`src/rtl/unidir_stream_fifo.sv`:
```
// Show-ahead stream FIFO with ready backpressure or drop-on-full and a saturating drop counter.
// Pointers carry an extra wrap bit so full and empty can be told apart without a separate count.
module unidir_stream_fifo #(
    parameter int WIDTH        = 8,
    parameter int DEPTH        = 4,
    parameter int DROP_ON_FULL = 0,
    parameter int CNT_W        = 8
) (
    input  logic                       clk,
    input  logic                       rst_n,
    input  logic                       flush,
    input  logic [WIDTH-1:0]           data_in,
    input  logic                       in_valid,
    output logic                       in_ready,
    output logic                       valid,
    output logic [WIDTH-1:0]           data_out,
    input  logic                       out_ready,
    output logic [$clog2(DEPTH):0]     level,
    output logic [CNT_W-1:0]           drop_cnt
);
    localparam int AW = $clog2(DEPTH);
    localparam int PW = AW + 1;
    localparam bit DROP = (DROP_ON_FULL != 0);

    logic [DEPTH-1:0][WIDTH-1:0] mem;
    logic [PW-1:0]               rd_ptr, wr_ptr;
    logic                        full, empty, push, pop, drop;

    assign empty = (rd_ptr == wr_ptr);
    assign full  = (rd_ptr[AW] != wr_ptr[AW]) && (rd_ptr[AW-1:0] == wr_ptr[AW-1:0]);
    assign push  = in_valid & ~full;
    assign pop   = valid & out_ready;
    assign drop  = DROP & in_valid & full;

    assign in_ready = DROP ? 1'b1 : ~full;
    assign valid    = ~empty;
    assign level    = wr_ptr - rd_ptr;
    // Gate the head word so an empty FIFO never shows stale storage.
    assign data_out = valid ? mem[rd_ptr[AW-1:0]] : '0;

    always_ff @(posedge clk or negedge rst_n) begin
        if (!rst_n) begin
            rd_ptr   <= '0;
            wr_ptr   <= '0;
            drop_cnt <= '0;
        end else if (flush) begin
            rd_ptr   <= '0;
            wr_ptr   <= '0;
            drop_cnt <= '0;
        end else begin
            if (push)
                wr_ptr <= wr_ptr + 1'b1;
            if (pop)
                rd_ptr <= rd_ptr + 1'b1;
            if (drop && (drop_cnt != {CNT_W{1'b1}}))
                drop_cnt <= drop_cnt + 1'b1;
        end
    end

    // Storage needs no reset: contents are only visible through valid.
    always_ff @(posedge clk) begin
        if (push && !flush)
            mem[wr_ptr[AW-1:0]] <= data_in;
    end
endmodule
```
`config.mk`:
```
export PLATFORM = sky130hd
export DESIGN_NAME = unidir_stream_fifo
export DESIGN_NICKNAME = d
export VERILOG_FILES = /design/src/rtl/unidir_stream_fifo.sv
export SDC_FILE = /design/constraint.sdc
export NUM_CORES = 1
export LEC_CHECK = 0
export CAP_MARGIN = 10
export CORE_MARGIN = 3
export CORE_UTILIZATION = 25
export DETAILED_ROUTE_END_ITERATION = 16
export PLACE_DENSITY_LB_ADDON = 0.15
export REMOVE_ABC_BUFFERS = 1
export SLEW_MARGIN = 20
export SYNTH_ARGS = -nofsm -noshare
export SYNTH_HDL_FRONTEND = slang
export SYNTH_SLANG_ARGS = --single-unit
```
`constraint.sdc`:
```
create_clock -name clk -period 3.6 [get_ports clk]
set_input_delay 0.9 -clock clk [delete_from_list [all_inputs] [get_ports clk]]
set_output_delay 0.9 -clock clk [all_outputs]
set_load 0.1 [all_outputs]
```
Word-level counts from Yosys, hierarchy flattened
Cells that the tools add are included.

Register bits: 38. Bits in latches: 0. Bits in writable memories: 0. ROM bits: 0. Input port bits: 13. Output and inout port bits: 21. Word-level logic and storage cells: 35. Memories kept: 0.

Add/sub/neg operators: 3. Multiply operators: 0. Divide/modulo/power cells: 0. $lt $le $gt $ge: 3. Equal/unequal tests: 3. Shift operators: 0. Muxes and demuxes: 10. Bitwise operators: 4. Reduce and logical (&&, ||, !) cells: 6.

Operators with widths (count): bitwise mux 32 bit (1); two-way mux 8 bit (3); binary-select mux 8 bit (select 2 bit) (1); demux 8 bit (select 2 bit) (1); two-way mux 3 bit (4); adder 3 x 1 -> 3 bit, second input constant (2); < comparator 2 x 3 -> 1 bit, second input constant (2); nonzero test 2 bit (2); == test 3 bit (1); logical AND 1 bit (3); subtractor 3 bit (1); AND 1 bit (2); == test 2 bit (1); >= comparator 2 x 1 -> 1 bit, second input constant (1); inverter 1 bit (2); logical NOT 1 bit (1); inequality test 1 bit (1).

Logic depth before layout (Yosys ltp)
Gate-level depths: netlist (run 1).

Depth in word-level cells: 6. Depth in mapped cells: 7. Mapped depth without buffers: 5.

Worst setup path before layout (run 1)
No wires, ideal clock.

Path type: register to output. Start point: register rd_ptr[1]. End point: output port data_out[0]. Data arrival time: 2.657 ns. Data required time: 2.700 ns. Setup slack: 0.043 ns. Stages on the path, launching flop included: 8. Path buffers: 2. Path through: dfrtp_1 -> buf_2 -> inv_1 -> ha_1 -> nand2_1 -> buf_2 -> nor2b_4 -> nor2b_1.

Longest elaborated chain between the ends: 3. Elaborated cells on any way between the ends: 4. Classes of those cells: eq/ne: 1; mux: 3.

RTL lines: start: declaration (line 26) `logic [PW-1:0] rd_ptr, wr_ptr;`; start signal: assignment (line 54) `rd_ptr <= rd_ptr + 1'b1;`; binary-select mux 8 bit (select 2 bit) (line 39) `assign data_out = valid ? mem[rd_ptr[AW-1:0]] : '0;`; two-way mux 8 bit (implied by the code) (line 39); two-way mux 8 bit (*) (line 39); end: declaration (line 16) `output logic [WIDTH-1:0] data_out,`.

Mark *: on every way between the ends. The rest lies on a longest branch, timed or not. The select of a mux whose other input is x is not followed.

Final worst setup path (run 1)
Start point: register wr_ptr[0]. End point: output port data_out[1].

Longest elaborated chain between the ends: 2.

RTL lines: start: declaration (line 26); start signal: assignment (line 52) `wr_ptr <= wr_ptr + 1'b1;`; == test 3 bit (line 29) `assign empty = (rd_ptr == wr_ptr);`; two-way mux 8 bit (line 39).

No other way between the ends.

==> out/qor.csv, run 1 <==
stage,metric,value,unit
outcome,result_of_the_run,"complete, no violations",
setup_path,crit_fanout,12,
clock_tree,numClockSinks,38,
layout,num_antenna_cells,0,
routing,num_vias,1088,
routing,drt-vias-per-instance,4.35,
clock_tree,clockBufferDepth,2,
synth,post-synth-top-area-cell,sky130_fd_sc_hd__edfxtp_1,
clock_tree,cts-buffers-inserted,5,
setup_path,setup.worst_path.end_class,primary output,
sta,setup_viol,0,
global_route,grt_antenna_before_repair,0,
floorplan,ioPinCount,34,
layout,multi_input_area,659,µm²
routing,wl,3780,µm
sta,clock.fmax,0.324,GHz
setup_path,timing.critical_path.from_type,flip-flop,
synth,avgSynthCellArea,15.1,µm²
sta,period_minus_slack,3.09,ns
routing,drc_errors,0,
global_route,gr-usage-all-layers,9.26,%
setup_path,crit-reg2reg-launch,wr_ptr[0]$_DFFE_PN0P_,
setup_path,reg2reg_setup_slack,1.18,ns
synth,synth.area.top_cells,"sky130_fd_sc_hd__edfxtp_1 52%, sky130_fd_sc_hd__mux4_2 9.7%, sky130_fd_sc_hd__dfrtp_1 8.1%",
global_route,largest_net_degree_at_the_start_of_global_routing,14,
clock_tree,post-cts-setup-buffer-count,0,
setup_path,cp_data_arrival_time,2.19,ns
routing,wl_per_cell,15.1,µm
setup_path,critical_path_required,2.70,ns
synth,synthCells,123,
layout,fillerInstances,691,
job,maxCapViolations,0,
floorplan,dieArea,8480,µm²
layout,fraction_of_layout_instances_using_a_drive_strength_above_1,23.4,%
place,place.detailed.instances,242,
place,post-dp-hpwl,2630,µm
synth,synth_seq_cells,38,
routing,ant_nets,0,
setup_path,timing.reg2reg.worst_path_depth,5,
routing,initialDrtViolationCount,75,
clock_tree,clkLatencyLatePin,0.29,ns
floorplan,die_h,92.1,µm
layout,mostFrequentLayoutCells,"32 x sky130_fd_sc_hd__edfxtp_1, 12 x sky130_fd_sc_hd__clkdlybuf4s50_1, 10 x sky130_fd_sc_hd__nor2b_1, 10 x sky130_fd_sc_hd__buf_12",
clock_tree,cts-htree-levels,2,
layout,commonest_non_fill_non_tap_cell_in_the_layout,sky130_fd_sc_hd__edfxtp_1,
clock_tree,cts_resizes,0,
min_path,worst_hold_path.endpoint,wr_ptr[0]$_DFFE_PN0P_,
min_path,worst_hold_startpoint,wr_ptr[0]$_DFFE_PN0P_,
setup_path,timing_worst_setup_path_type,reg -> out,
synth,synth_seq_area_share,60.0,%
synth,synth_cell_types,35,
layout,layoutNonFillerInstCount,250,
sta,finalHoldViolCount,0,
setup_path,regToRegEndpoint,mem[23]$_DFFE_PP_,
clock_tree,clk_pin_slew,0.08,ns
floorplan,die_width,92.1,µm
sta,setup_repair_after_global_routing_missed_its_margin,no,
synth,area_share_of_the_largest_cell_type_after_synthesis,51.9,%
global_route,global_route_wire_length_before_repair,5930,µm
clock_tree,cts_root_buf,sky130_fd_sc_hd__clkbuf_8,
clock_tree,cts_tree,built,
sta,timing_worst_slew_pin_value,0.513,ns
layout,regArea,1110,µm²
layout,final_nets,174,
synth,cell_area_synth,1850,µm²
routing,drt_pre_antenna_iters,4,
global_route,first_global_vias,1132,
min_path,hold_depth,2,
sta,final.period_utilization,85.7,%
setup_path,cp-startpoint,wr_ptr[0]$_DFFE_PN0P_,
floorplan,placeable_core_region,6980,µm²
sta,final_slew_viol_count,0,
synth,yosys_warnings,0,
floorplan,rows,30,
place,gp_congestion,0.721,
sta,relSlewSlack,65.6,%
global_route,overflow,0,
layout,syn2layout_area_growth,30.7,%
floorplan,initial_utilization,26.5,%
clock_tree,ctsHoldBuffers,0,
place,port-buffer-count,25,
sta,worst_clock_skew,0.00588,ns
min_path,min-delay-path-class,reg -> reg,
[layout make-up]
type | instances | share of cell area [%]
Timing Repair Buffer | 28 | 15.1
Tap cell | 96 | 4.96
Clock buffer | 5 | 2.84
Inverter | 7 | 1.09
Sequential cell | 38 | 45.9
Clock inverter | 3 | 2.84
Multi-Input combinational cell | 73 | 27.2
[cells by family (layout without fill, tap and decap cells)]
| group | count (synthesis) | in the layout | share of synthesized area, % |
|---|---|---|---|
| muxes | 9 | 9 | 10.3 |
| buffers and inverters | 19 | 43 | 5.81 |
| DFF | 38 | 38 | 60.0 |
| xor gates and xnor gates | 2 | 2 | 1.35 |
| and+or+nand+nor | 39 | 39 | 13.5 |
| AOI/OAI and AO/OA | 7 | 7 | 2.97 |
| adders and majority gates | 8 | 8 | 5.81 |
| other | 1 | 8 | 0.203 |
[registers in the layout, indices dropped and copies added, names as in the netlist]
name / flops
mem: 32
rd_ptr: 3
wr_ptr: 3
[worst max-delay path by stage]
stage                        endpoint  slack, ns  cells after the start
after floorplan              level[2]      -0.10                      3
after global placement          valid       0.89                      6
after detailed placement        valid       0.84                      6
after CTS                       valid       0.50                      6
after global routing      data_out[1]       0.35                      6
final                     data_out[1]       0.51                      6
[routing by layer]
metal	vias to the layer above	GRT usage (%)	share of wire (%)
met3	6	3.20	4.7
met1	537	11.4	45
li1	507	-	-
met2	38	15.3	49
met5	-	0	0
met4	0	2.97	1.1
[metrics by stage]
step / setup WS, ns / setup TNS, ns / utilization [%] / area (µm²) / hold slack, ns
floorplan: -0.100 / -0.152 / - / 1800 / 0.523
global placement: 0.887 / 0 / 32.7 / 2280 / 0.544
detailed placement: 0.843 / 0 / 32.7 / 2280 / 0.566
CTS: 0.498 / 0 / 34.7 / 2420 / 0.587
global route: 0.348 / 0 / 34.7 / 2420 / 0.626
finish: 0.513 / 0 / 34.7 / 2420 / 0.590
[cells in the mapped netlist]
master                      instances
sky130_fd_sc_hd__edfxtp_1          32
sky130_fd_sc_hd__nor2b_1           10
sky130_fd_sc_hd__buf_4              9
sky130_fd_sc_hd__mux4_2             8
sky130_fd_sc_hd__ha_1               7
sky130_fd_sc_hd__inv_1              7
sky130_fd_sc_hd__dfrtp_1            6
sky130_fd_sc_hd__nand2_1            5
sky130_fd_sc_hd__nand3_1            5
sky130_fd_sc_hd__a31oi_1            3
sky130_fd_sc_hd__and3_1             3
sky130_fd_sc_hd__buf_2              2
sky130_fd_sc_hd__nand4b_1           2
sky130_fd_sc_hd__nor2_1             2
sky130_fd_sc_hd__or4_1              2
sky130_fd_sc_hd__a32oi_1            1
sky130_fd_sc_hd__and4b_1            1
sky130_fd_sc_hd__clkbuf_1           1
sky130_fd_sc_hd__conb_1             1
sky130_fd_sc_hd__fa_1               1
sky130_fd_sc_hd__mux2_2             1
sky130_fd_sc_hd__nand3b_1           1
sky130_fd_sc_hd__nand4_1            1
sky130_fd_sc_hd__nand4bb_1          1
sky130_fd_sc_hd__nor2b_4            1
sky130_fd_sc_hd__nor3_1             1
sky130_fd_sc_hd__nor3b_1            1
sky130_fd_sc_hd__o2111a_1           1
sky130_fd_sc_hd__o211ai_1           1
sky130_fd_sc_hd__o311ai_0           1
sky130_fd_sc_hd__or2_4              1
sky130_fd_sc_hd__or3_1              1
sky130_fd_sc_hd__or3b_1             1
sky130_fd_sc_hd__xnor2_1            1
sky130_fd_sc_hd__xnor2_2            1
[worst max-delay path, cell delays in order, from the launching register on]
cell and delay, ns:
sky130_fd_sc_hd__dfrtp_1 0.42, sky130_fd_sc_hd__inv_1 0.18, sky130_fd_sc_hd__ha_1 0.30, sky130_fd_sc_hd__nand2_1 0.39, sky130_fd_sc_hd__nor2b_4 0.15, sky130_fd_sc_hd__nor2b_1 0.24, sky130_fd_sc_hd__buf_12 0.21
Power of run 1 is not shown: default switching activity piles up to over one toggle a cycle in this logic, so the estimate is an artifact.
==> run 2: changes to the inputs <==
--- a/config.mk
+++ b/config.mk
@@ -9,6 +9,8 @@
 export CORE_MARGIN = 3
 export CORE_UTILIZATION = 25
 export DETAILED_ROUTE_END_ITERATION = 16
+export GPL_ROUTABILITY_DRIVEN = 0
+export HOLD_SLACK_MARGIN = 0.03
 export PLACE_DENSITY_LB_ADDON = 0.15
 export REMOVE_ABC_BUFFERS = 1
 export SLEW_MARGIN = 20
==> results of run 2 <==
The final DEF is identical to that of run 1; final timing and power are the same.
Power of run 2 is left out for the same reason.
==> run 3: changes to the inputs <==
--- a/config.mk
+++ b/config.mk
@@ -11,8 +11,7 @@
 export DETAILED_ROUTE_END_ITERATION = 16
 export GPL_ROUTABILITY_DRIVEN = 0
 export HOLD_SLACK_MARGIN = 0.03
-export PLACE_DENSITY_LB_ADDON = 0.15
-export REMOVE_ABC_BUFFERS = 1
+export PLACE_DENSITY = 0.52
 export SLEW_MARGIN = 20
 export SYNTH_ARGS = -nofsm -noshare
 export SYNTH_HDL_FRONTEND = slang
==> out/qor.csv, run 3 (synthesized netlist as in run 1, its figures left out) <==
stage,metric,value,unit
clock_tree,cts_tree,built,
layout,fraction_of_layout_instances_using_a_drive_strength_above_1,21.7,%
clock_tree,cts-buffers-inserted,5,
place,port-buffer-count,25,
clock_tree,cts_root_buf,sky130_fd_sc_hd__clkbuf_8,
routing,drc_errors,0,
sta,period_minus_slack,3.03,ns
setup_path,setup.worst_path.end_class,primary output,
global_route,largest_net_degree_at_the_start_of_global_routing,16,
layout,mostFrequentLayoutCells,"32 x sky130_fd_sc_hd__edfxtp_1, 12 x sky130_fd_sc_hd__clkdlybuf4s50_1, 10 x sky130_fd_sc_hd__nor2b_1, 10 x sky130_fd_sc_hd__buf_12",
global_route,first_global_vias,1090,
routing,wl,3440,µm
routing,wl_per_cell,13.9,µm
floorplan,dieArea,8480,µm²
layout,final_nets,173,
setup_path,crit_fanout,12,
clock_tree,post-cts-setup-buffer-count,0,
clock_tree,clk_pin_slew,0.07,ns
job,maxCapViolations,0,
layout,fillerInstances,691,
layout,num_antenna_cells,0,
sta,relSlewSlack,65.7,%
clock_tree,clkLatencyLatePin,0.28,ns
clock_tree,ctsHoldBuffers,0,
routing,initialDrtViolationCount,43,
floorplan,placeable_core_region,6980,µm²
global_route,globalRoute.busiestLayer,met2,
clock_tree,numClockSinks,38,
routing,num_vias,1081,
global_route,grtUsageMet1,11.3,%
sta,clock.fmax,0.330,GHz
setup_path,timing.critical_path.from_type,flip-flop,
global_route,grt_antenna_before_repair,0,
clock_tree,cts_resizes,0,
sta,setup_repair_after_global_routing_missed_its_margin,no,
global_route,grtUsageMet3,2.79,%
global_route,use_met2,14.0,%
min_path,min-delay-path-class,reg -> reg,
floorplan,initial_utilization,26.5,%
layout,syn2layout_area_growth,28.4,%
place,post-dp-hpwl,2450,µm
setup_path,reg2reg_setup_slack,1.29,ns
layout,largest_register_ff_count,32,
outcome,result_of_the_run,"complete, no violations",
floorplan,die_width,92.1,µm
routing,drt-vias-per-instance,4.36,
sta,setup_viol,0,
setup_path,cp_data_arrival_time,2.13,ns
global_route,global_route_wire_length_before_repair,5670,µm
layout,commonest_non_fill_non_tap_cell_in_the_layout,sky130_fd_sc_hd__edfxtp_1,
clock_tree,clockBufferDepth,2,
sta,final.period_utilization,84.2,%
sta,finalHoldViolCount,0,
routing,drt_pre_antenna_iters,4,
setup_path,timing_worst_setup_path_type,reg -> out,
global_route,gr-usage-all-layers,8.76,%
sta,timing_worst_slew_pin_value,0.513,ns
clock_tree,cts-htree-levels,2,
global_route,overflow,0,
sta,final_slew_viol_count,0,
sta,worst_clock_skew,0.00619,ns
sta,setup-tns-final,0,ns
floorplan,ioPinCount,34,
floorplan,die_h,92.1,µm
setup_path,critical_path_required,2.70,ns
floorplan,rows,30,
routing,ant_nets,0,
==> run 3: cell count changes in the layout (fill, tap and decap cells not counted) <==
cell,change
sky130_fd_sc_hd__clkinv_4,-1
sky130_fd_sc_hd__clkinv_1,+1
sky130_fd_sc_hd__bufinv_16,-1
sky130_fd_sc_hd__buf_4,-1
==> run 3: final cells by class <==
cell class              instances  area [µm²]  area share [%]
flip-flops and latches         38        1110            46.7
multi-input cells              73         659            27.7
repair buffers                 27         358            15.1
well taps                      96         120            5.05
clock buffers                   5        68.8            2.89
clock inverters                 2        33.8            1.42
inverters                       7        26.3            1.11
==> run 3: worst paths after layout <==
path	start	end	cells past startpoint
max in group asynchronous	rst_n	rd_ptr[0]$_DFFE_PN0P_	1
min in group asynchronous	rst_n	wr_ptr[1]$_DFFE_PN0P_	1
min reg2reg	wr_ptr[0]$_DFFE_PN0P_	wr_ptr[0]$_DFFE_PN0P_	2
min	wr_ptr[0]$_DFFE_PN0P_	wr_ptr[0]$_DFFE_PN0P_	2
max reg2reg	wr_ptr[0]$_DFFE_PN0P_	mem[21]$_DFFE_PP_	5
max	wr_ptr[0]$_DFFE_PN0P_	valid	6
==> run 3: per-stage QoR <==
| stage | hold slack, ns | cell area (µm²) | std cells | util [%] | setup slack [ns] |
|---|---|---|---|---|---|
| floorplan | 0.523 | 1880 | 130 | - | 0.0434 |
| global placement | 0.561 | 2270 | 241 | 32.6 | 0.893 |
| detailed placement | 0.569 | 2270 | 241 | 32.6 | 0.851 |
| CTS | 0.588 | 2380 | 248 | 34.1 | 0.534 |
| global route | 0.648 | 2380 | 248 | 34.1 | 0.398 |
| finish | 0.589 | 2380 | 248 | 34.1 | 0.569 |
==> run 3: routing by layer <==
metal / wire length, µm / share of wire, %
met2: 1740 / 51
met1: 1490 / 43
met5: 0 / 0
met4: 0 / 0
met3: 207 / 6.0
==> run 3: critical path, cell delays in order, from the launching register on <==
cell and delay [ns]:
sky130_fd_sc_hd__dfrtp_1 0.39, sky130_fd_sc_hd__inv_1 0.13, sky130_fd_sc_hd__ha_1 0.35, sky130_fd_sc_hd__nand2_1 0.27
sky130_fd_sc_hd__nor2b_4 0.37, sky130_fd_sc_hd__inv_1 0.14, sky130_fd_sc_hd__buf_12 0.19
Power of run 3 is left out for the same reason.
